File: config.mk
export PLATFORM = sky130hd
export DESIGN_NAME = fir_stream_driver
export DESIGN_NICKNAME = d
export VERILOG_FILES = /design/src/rtl/fir_pkg.sv /design/src/rtl/sync_fifo.sv /design/src/rtl/fir_stream_driver.sv
export SDC_FILE = /design/constraint.sdc
export NUM_CORES = 1
export LEC_CHECK = 0
export ABC_AREA = 1
export CAP_MARGIN = 40
export CORE_ASPECT_RATIO = 1.75
export CORE_MARGIN = 10
export CORE_UTILIZATION = 51
export CTS_CLUSTER_DIAMETER = 60
export DETAILED_ROUTE_END_ITERATION = 10
export PLACE_DENSITY = 0.81
export SLEW_MARGIN = 20
export SYNTH_ARGS = -nofsm -noshare
export SYNTH_HDL_FRONTEND = slang
export SYNTH_SLANG_ARGS = --single-unit
File: constraint.sdc
create_clock -name clk -period 2.05 [get_ports clk]
set_clock_uncertainty 0.2 [all_clocks]
set_input_delay 0.3075 -clock clk [delete_from_list [all_inputs] [get_ports clk]]
set_output_delay 0.3075 -clock clk [all_outputs]
set_load 0.02 [all_outputs]
File: src/rtl/fir_pkg.sv
// Shared constants and FSM encoding for the FIR stream driver.
// Q2.6 format: WI integer bits (sign included) plus WF fraction bits.
package fir_pkg;

    localparam int WI = 2;
    localparam int WF = 6;
    localparam int WL_DEFAULT = WI + WF;

    typedef enum logic [1:0] {
        ST_IDLE   = 2'd0,
        ST_LOAD   = 2'd1,
        ST_STREAM = 2'd2
    } fir_state_e;

endpackage

File: src/rtl/sync_fifo.sv
// Single-clock sample buffer: registered occupancy count, pointers wrap mod FIFO_DEPTH.
// The read data is the current head word, valid whenever the buffer is not empty.
module sync_fifo #(
    parameter int WL         = 8,
    parameter int FIFO_DEPTH = 8
) (
    input  logic                          clk,
    input  logic                          reset,
    input  logic                          push,
    input  logic [WL-1:0]                 wdata,
    input  logic                          pop,
    output logic [WL-1:0]                 rdata,
    output logic                          full,
    output logic                          empty,
    output logic [$clog2(FIFO_DEPTH):0]   count
);

    localparam int AW = $clog2(FIFO_DEPTH);
    localparam logic [AW:0] FULL_CNT = (AW + 1)'(FIFO_DEPTH);

    logic [WL-1:0] mem_q [FIFO_DEPTH];
    logic [AW-1:0] wr_ptr_q;
    logic [AW-1:0] rd_ptr_q;
    logic [AW:0]   count_q;
    logic          push_ok;
    logic          pop_ok;

    assign full    = (count_q == FULL_CNT);
    assign empty   = (count_q == '0);
    assign count   = count_q;
    assign rdata   = mem_q[rd_ptr_q];
    assign push_ok = push && !full;
    assign pop_ok  = pop && !empty;

    always_ff @(posedge clk) begin
        if (reset) begin
            wr_ptr_q <= '0;
            rd_ptr_q <= '0;
            count_q  <= '0;
        end else begin
            if (push_ok) begin
                wr_ptr_q <= wr_ptr_q + 1'b1;
            end
            if (pop_ok) begin
                rd_ptr_q <= rd_ptr_q + 1'b1;
            end
            if (push_ok && !pop_ok) begin
                count_q <= count_q + 1'b1;
            end else if (!push_ok && pop_ok) begin
                count_q <= count_q - 1'b1;
            end
        end
    end

    // Storage needs no reset: the pointers and count define what is valid.
    always_ff @(posedge clk) begin
        if (push_ok) begin
            mem_q[wr_ptr_q] <= wdata;
        end
    end

endmodule

File: src/rtl/fir_stream_driver.sv
// Transmit side of the FIR interface: loads the coefficient bank serially on h, then streams
// buffered samples on x, one word per cycle, flagging a sticky underrun when the buffer runs dry.
module fir_stream_driver
    import fir_pkg::*;
#(
    parameter int WL          = WL_DEFAULT,
    parameter int NTAPS       = 3,
    parameter int LOAD_CYCLES = 4,
    parameter int FIFO_DEPTH  = 8
) (
    input  logic                     clk,
    input  logic                     reset,
    input  logic                     coef_we,
    input  logic [$clog2(NTAPS)-1:0] coef_addr,
    input  logic [WL-1:0]            coef_wdata,
    input  logic                     start,
    input  logic                     stop,
    input  logic                     s_valid,
    input  logic [WL-1:0]            s_data,
    output logic                     s_ready,
    output logic [WL-1:0]            h,
    output logic [WL-1:0]            x,
    output logic                     enable,
    output logic                     busy,
    output logic                     underrun
);

    localparam int CNT_W = $clog2(LOAD_CYCLES) + 1;
    localparam int PAD   = LOAD_CYCLES - NTAPS;
    localparam int FAW   = $clog2(FIFO_DEPTH);
    localparam logic [CNT_W-1:0] LAST_CNT      = CNT_W'(LOAD_CYCLES - 1);
    localparam logic [FAW:0]     FIFO_FULL_CNT = (FAW + 1)'(FIFO_DEPTH);

    fir_state_e       state_q, state_d;
    logic [CNT_W-1:0] load_cnt_q, load_cnt_d;
    logic [WL-1:0]    coef_q [NTAPS];
    logic [WL-1:0]    h_q, h_d;
    logic [WL-1:0]    x_q, x_d;
    logic             enable_q, enable_d;
    logic             underrun_q, underrun_d;
    logic [WL-1:0]    load_word;
    logic             coef_wr;

    logic             fifo_push;
    logic             fifo_pop;
    logic             fifo_full;
    logic             fifo_empty;
    logic [WL-1:0]    fifo_rdata;
    logic [FAW:0]     fifo_count;

    assign fifo_push = s_valid && !fifo_full;
    assign coef_wr   = (state_q == ST_IDLE) && coef_we && (int'(coef_addr) < NTAPS);

    sync_fifo #(
        .WL         (WL),
        .FIFO_DEPTH (FIFO_DEPTH)
    ) u_fifo (
        .clk   (clk),
        .reset (reset),
        .push  (fifo_push),
        .wdata (s_data),
        .pop   (fifo_pop),
        .rdata (fifo_rdata),
        .full  (fifo_full),
        .empty (fifo_empty),
        .count (fifo_count)
    );

    // Leading load slots are zero padding; the last NTAPS slots carry coef[0]..coef[NTAPS-1].
    always_comb begin
        load_word = '0;
        for (int i = 0; i < NTAPS; i++) begin
            if (int'(load_cnt_q) == PAD + i) begin
                load_word = coef_q[i];
            end
        end
    end

    // A stop in LOAD/STREAM suppresses that cycle's word so outputs are zero the cycle after.
    always_comb begin
        state_d    = state_q;
        load_cnt_d = load_cnt_q;
        h_d        = '0;
        x_d        = '0;
        enable_d   = 1'b0;
        underrun_d = underrun_q;
        fifo_pop   = 1'b0;
        unique case (state_q)
            ST_IDLE: begin
                if (start) begin
                    state_d    = ST_LOAD;
                    load_cnt_d = '0;
                    underrun_d = 1'b0;
                end
            end
            ST_LOAD: begin
                if (stop) begin
                    state_d = ST_IDLE;
                end else begin
                    h_d = load_word;
                    if (load_cnt_q == LAST_CNT) begin
                        state_d = ST_STREAM;
                    end else begin
                        load_cnt_d = load_cnt_q + 1'b1;
                    end
                end
            end
            ST_STREAM: begin
                if (stop) begin
                    state_d = ST_IDLE;
                end else begin
                    enable_d = 1'b1;
                    if (fifo_empty) begin
                        underrun_d = 1'b1;
                    end else begin
                        fifo_pop = 1'b1;
                        x_d      = fifo_rdata;
                    end
                end
            end
            default: state_d = ST_IDLE;
        endcase
    end

    always_ff @(posedge clk) begin
        if (reset) begin
            state_q    <= ST_IDLE;
            load_cnt_q <= '0;
            h_q        <= '0;
            x_q        <= '0;
            enable_q   <= 1'b0;
            underrun_q <= 1'b0;
        end else begin
            state_q    <= state_d;
            load_cnt_q <= load_cnt_d;
            h_q        <= h_d;
            x_q        <= x_d;
            enable_q   <= enable_d;
            underrun_q <= underrun_d;
        end
    end

    always_ff @(posedge clk) begin
        if (reset) begin
            for (int i = 0; i < NTAPS; i++) begin
                coef_q[i] <= '0;
            end
        end else if (coef_wr) begin
            coef_q[coef_addr] <= coef_wdata;
        end
    end

    assign s_ready  = (fifo_count != FIFO_FULL_CNT);
    assign h        = h_q;
    assign x        = x_q;
    assign enable   = enable_q;
    assign busy     = (state_q != ST_IDLE);
    assign underrun = underrun_q;

endmodule

**Word level (Yosys, flattened, before mapping)**

Memory sizes are Yosys's and may differ from the RTL's. A register that Yosys moved wholly into a read port is not among the register bits.
Index checks and enable logic that the tools add are counted.

- Register bits after elaboration: 25
- Memory bits (writable): 88
- Output and inout bits: 20
- Memories kept: 2

- Add/sub/neg operators: 5
- Magnitude comparators: 1
- Eq/ne operators: 15
- Mux-type cells: 32
- Bitwise logic cells: 2
- Reductions and logical operators: 24

Memory list:

| name | depth | bits a word | read ports | clocked after Yosys merged registers in | write ports | RTL line | text |
|---|---|---|---|---|---|---|---|
| u_fifo.mem_q | 8 | 8 | 1 | 1 | 1 | sync_fifo.sv:21 | `logic [WL-1:0] mem_q [FIFO_DEPTH];` |
| coef_q | 3 | 8 | 3 | 0 | 3 | fir_stream_driver.sv:36 | `logic [WL-1:0] coef_q [NTAPS];` |

Operators by type and width:

| operator | count |
|---|---|
| 2-to-1 mux 8 bit | 4 |
| 2-to-1 mux 1 bit | 15 |
| 2-to-1 mux 2 bit | 5 |
| != test 2 bit, second input constant | 5 |
| adder 3 x 1 -> 3 bit, second input constant | 3 |
| 2-to-1 mux 3 bit | 3 |
| 2-to-1 mux 4 bit | 2 |
| AND reduction 4 bit | 2 |
| nonzero test 2 bit | 4 |
| OR reduction 8 bit | 1 |
| logical AND 1 bit | 7 |
| equality test 3 x 2 -> 1 bit, second input constant | 2 |
| equality test 3 bit, second input constant | 2 |
| one-hot mux 2 bit (3 select lines) | 1 |
| one-hot mux 3 bit (2 select lines) | 1 |
| adder 4 x 1 -> 4 bit, second input constant | 1 |
| equality test 4 bit, second input constant | 1 |
| logical NOT 1 bit | 4 |
| logical NOT 4 bit | 1 |
| != test 4 bit, second input constant | 1 |
| OR reduction 4 bit | 1 |
| subtractor 4 x 1 -> 4 bit, second input constant | 1 |
| != test 3 bit, second input constant | 1 |
| AND reduction 3 bit | 1 |
| 9 further kinds | 10 |

**Depth between registers and ports, before layout**

- Depth in word-level cells: 8
- Mapped depth: 14

**Cells and area by module**

Synthesis repeated with hierarchy kept, for this count alone.

- Cell total of the unflattened synthesis: 525
- Area total of the unflattened synthesis: 5,296.3 um^2

By module, submodules not included:

| module | times used | cells an instance | area an instance (um^2) |
|---|---|---|---|
| sync_fifo | 1 | 312 | 3,308.2 |
| fir_stream_driver | 1 | 213 | 1,988.2 |

**Worst setup path after synthesis**

Ideal clock, no wire load.

- Path kind: flip-flop to flip-flop
- Start point: register u_fifo.count_q[0] (netlist: u_fifo.count[0])
- End point: register u_fifo.count_q[3] (netlist: u_fifo.count[3])
- Setup time: 0.109 ns
- Arrival: 1.850 ns
- Path slack: -0.109 ns
- Cell stages (with the launch flop): 14
- Buffers on the path: 0
- Path through: dfxtp_1 -> nor2_2 -> nand3_2 -> nand2_1 -> inv_2 -> ha_1 -> inv_1 -> ha_1 -> a21oi_1 -> nand2_1 -> nand2_1 -> nand3_1 -> nand2_1 -> inv_1

- Elaborated cells on any way between the ends: 19
- Those cells by class: add/sub (2); eq/ne (1); mux (5); reduce/logical (11)

RTL lines:

| what | RTL line | text |
|---|---|---|
| start, declared | sync_fifo.sv:24 | `logic [AW:0] count_q;` |
| start signal, assigned | sync_fifo.sv:48 | `count_q <= count_q + 1'b1;` |
| start signal, assigned | sync_fifo.sv:50 | `count_q <= count_q - 1'b1;` |
| equality test 4 bit * | sync_fifo.sv:28 | `assign full = (count_q == FULL_CNT);` |
| logical NOT 1 bit * | sync_fifo.sv:32, fir_stream_driver.sv:51 |  |
| logical AND 1 bit | fir_stream_driver.sv:51 | `assign fifo_push = s_valid && !fifo_full;` |
| logical AND 1 bit * | sync_fifo.sv:32 | `assign push_ok = push && !full;` |
| via u_fifo.push_ok | sync_fifo.sv:25 | `logic push_ok;` |
| logical NOT 1 bit | sync_fifo.sv:49 | `end else if (!push_ok && pop_ok) begin` |
| logical AND 1 bit | sync_fifo.sv:49 |  |
| nonzero test 2 bit (no source line) | n/a |  |

The timed path passes the listed nets; every way through them passes the cells marked *. The select of a mux whose other input is x is not followed.
A chain may end at the register's enable or synchronous reset.

**Final worst setup path**

- Start point: register u_fifo.count_q[0] (netlist: u_fifo.count[0])
- End point: output s_ready

- Longest elaborated chain between the ends: 1

Ends and longest elaborated chain:

| what | RTL line | text |
|---|---|---|
| != test 4 bit | fir_stream_driver.sv:153 | `assign s_ready = (fifo_count != FIFO_FULL_CNT);` |
| end, declared | fir_stream_driver.sv:20 | `output logic s_ready,` |

No other way between the ends.

==> impl_metrics.csv <==
group,metric,value,unit
clock_network,cts_tree,"done",
critical_path,startpoint_type,"flop",
sta,slew_viol_final,0,
cells_and_area,diodes,0,
cells_and_area,nFillCells,727,
critical_path,rr_endpoint,"u_fifo.count[2]",
global_route,gr-usage-all-layers,0.172,
floorplan,coreArea,0.00979,mm2
yosys,synth-seq-area-share,0.651,
power_and_ir_drop,pwr-share-comb,0.079,
floorplan,die_area,0.0145,mm2
power_and_ir_drop,p_sw_frac,0.230,
floorplan,die_h,152,um
power_and_ir_drop,p_int,4.83,mW
clock_network,cts-buffers-inserted,17,
sta,tightest_slew,590,ps
placed_design,gp_congestion,0.821,
power_and_ir_drop,power_frac_seq,0.441,
floorplan,rows,48,
drt,vias,3759,
global_route,grt_start_max_net_pins,34,
placed_design,portBuffers,43,
clock_network,cts_root_buffer,"clkbuf_16",
placed_design,dp_hpwl,8.09,mm
critical_path,cp.required,1540,ps
yosys,avgSynthCellArea,10.2,um2
cells_and_area,drive_gt1_frac,0.163,
yosys,synth_area,0.00507,mm2
power_and_ir_drop,power_frac_clock,0.480,
min_path,hp-start,"underrun",
critical_path,critPathMaxFanout,3,
critical_path,end_kind,"output pin",
min_path,min_path_cells,2,
sta,hold_viol_final,0,
power_and_ir_drop,p_leak,2.65,nW
sta,setup_viol,0,
clock_network,clockBufferDepth,2,
min_path,hp-class,"reg2reg",
sta,fin_crit_sh,0.960,
global_route,antenna_found_initial,0,
run,maxCapViolations,0,
critical_path,r2r-start,"u_fifo.count[0]",
critical_path,cp.arrival,1460,ps
drt,drtAntennaViolNets,0,
clock_network,clkTransAtPathRegs,60,ps
power_and_ir_drop,power_switching,1.44,mW
cells_and_area,syn2layout_area_growth,27.3,%
clock_network,hold_buffers,0,
global_route,grt_overflow,0,
global_route,met1_usage,0.161,
power_and_ir_drop,ir_drop,0.000669,V
cells_and_area,stdcell_count,714,
global_route,grt_pass1_vias,3933,
drt,wl_per_cell,16.8,um
global_route,grt_pass1_wl,19.2,mm
cells_and_area,fin_nets,610,
floorplan,fp.dieW,95.4,um
critical_path,path_class,"reg2out",
drt,drt-vias-per-instance,5.26,
yosys,synth_nets,531,
placed_design,dpl.cell_count,680,
global_route,top_usage_layer,"met2",
yosys,synthCells,497,
sta,rsz0062_at_grt,"false",
drt,first_pass_iters,5,
drt,drt-total-wl,12.0,mm
sta,setup_tns,0,ps
status,status,"finished, final reports clean",
min_path,hold_end,"underrun",
power_and_ir_drop,power_density,973,mW/mm2
clock_network,clock-sinks,121,
clock_network,clk_latency,410,ps
sta,maxSlewHeadroom,0.606,
clock_network,cts_max_level,4,
yosys,ys_ff_latch,121,
drt,drt_iter0_drc,261,
yosys,ys_warn_count,0,
yosys,yosysUniqueCellTypes,26,
critical_path,reg2reg_depth,9,
global_route,use_met2,0.323,
critical_path,r2r_slack,90,ps
floorplan,ios,44,
drt,drc_errors,0,
floorplan,start_util,0.518,
sta,period_minus_slack,1970,ps
sta,holdWs,279,ps
sta,fmax,0.508,GHz
global_route,grtUsageMet3,0.0488,
-- cell usage after synthesis --
| master | number | area share |
|---|---|---|
| ha_1 | 9 | 0.022 |
| a31oi_1 | 8 | 0.0099 |
| nor2_1 | 94 | 0.070 |
| edfxtp_1 | 88 | 0.52 |
| o21ai_0 | 22 | 0.022 |
| nand3_1 | 35 | 0.035 |
| o21ai_1 | 13 | 0.013 |
| nand2_1 | 93 | 0.069 |
| nor3_4 | 1 | 0.0032 |
| nand3_2 | 2 | 0.0039 |
| buf_2 | 12 | 0.012 |
| nand2b_1 | 1 | 0.0012 |
| buf_4 | 5 | 0.0074 |
| nand2_4 | 1 | 0.0022 |
| nor2_8 | 1 | 0.0039 |
| xor2_1 | 4 | 0.0069 |
| inv_1 | 43 | 0.032 |
| fa_1 | 1 | 0.0039 |
| inv_2 | 5 | 0.0037 |
| a31o_2 | 1 | 0.0017 |
| nand2_2 | 5 | 0.0062 |
| clkinv_2 | 1 | 0.00099 |
| nor2_2 | 5 | 0.0062 |
| dfxtp_1 | 33 | 0.13 |
| a21oi_1 | 13 | 0.013 |
| nand4_1 | 1 | 0.0012 |
-- layout make-up --
class                   instances  area [um2]  area share
well taps                     125         156      0.0242
clock inverters                15         175      0.0271
inverters                      49         185      0.0287
flip-flops and latches        121        3310       0.512
multi-input cells             310        1520       0.236
repair buffers                 77         683       0.106
clock buffers                  17         425      0.0659
-- logic make-up after synthesis --
logic type / Yosys count / synth area share
buffers and inverters: 66 / 0.0557
adders and majority gates: 10 / 0.0261
AOI/OAI and AO/OA: 57 / 0.0590
and+or+nand+nor: 239 / 0.201
DFF: 121 / 0.651
xor gates and xnor gates: 4 / 0.00691
-- repair_timing --
item                                    CTS  global route
endpoints found under the setup margin    2             3
buffers inserted                          0             2
cloned                                    0             0
gates resized for setup                   2             6
endpoints found under the hold margin     0             0
pin swaps                                 0             3
-- power by group through the flow --
stage	combinational (mW)	sequential [mW]	clock, mW
floorplan	0.272	2.81	0
global placement	0.457	2.81	0
detailed placement	0.483	2.82	0
CTS	0.485	2.77	3.03
global route	0.548	2.78	3.14
finish	0.494	2.77	3.01
-- critical path, cell delays in order (launching register included) --
cell	delay (ps)
dfxtp_1	330
nor2_4	150
nand3_4	110
buf_4	150
dlygate4sd2_1	320
-- placed cells by master, fill, tap and decap left out, drive strengths merged, types with 9 or more instances in the layout --
cell type      count
o21ai             35
inv               50
nand2             99
dfxtp             33
nand3             37
edfxtp            88
clkdlybuf4s50     41
a21oi             13
ha                 9
clkbuf            17
nor2             100
buf               34
-- per-layer routing --
layer | wire length, um | part of all wire
met1 | 4180 | 0.35
met2 | 6830 | 0.57
met3 | 600 | 0.050
met4 | 343 | 0.029
met5 | 0 | 0
-- worst max path at each step --
| stage | slack, ps | start | depth (start not counted) | end |
|---|---|---|---|---|
| 2_1_floorplan | 8 | u_fifo.count[1] | 9 | u_fifo.count[2] |
| 3_3_place_gp | -260 | stop | 11 | u_fifo.count[2] |
| 3_5_place_dp | -300 | stop | 11 | u_fifo.count[2] |
| 4_1_cts | 10 | u_fifo.count[2] | 10 | u_fifo.count[2] |
| 5_1_grt | 4 | u_fifo.count[0] | 9 | u_fifo.count[2] |
| 6_report | 80 | u_fifo.count[0] | 4 | s_ready |
-- flip-flops by register name, summed over array words and instances (netlist names) --
name	count
coef_q	24
enable	1
h	8
load_cnt_q	3
state_q	2
u_fifo.count	4
u_fifo.mem_q	64
u_fifo.rd_ptr_q	3
u_fifo.wr_ptr_q	3
underrun	1
x	8
-- metrics by stage --
stage                     setup slack (ps)  cell area [um2]   util  power [mW]
after global placement                -264             5830  0.595        3.27
final                                 81.0             6450  0.659        6.28
after floorplan                       8.35             5100      -        3.08
after global routing                  4.29             6450  0.659        6.47
after CTS                             12.0             6430  0.656        6.28
after detailed placement              -303             5830  0.595        3.30
Note: power is estimated with default switching activity, not from simulation.
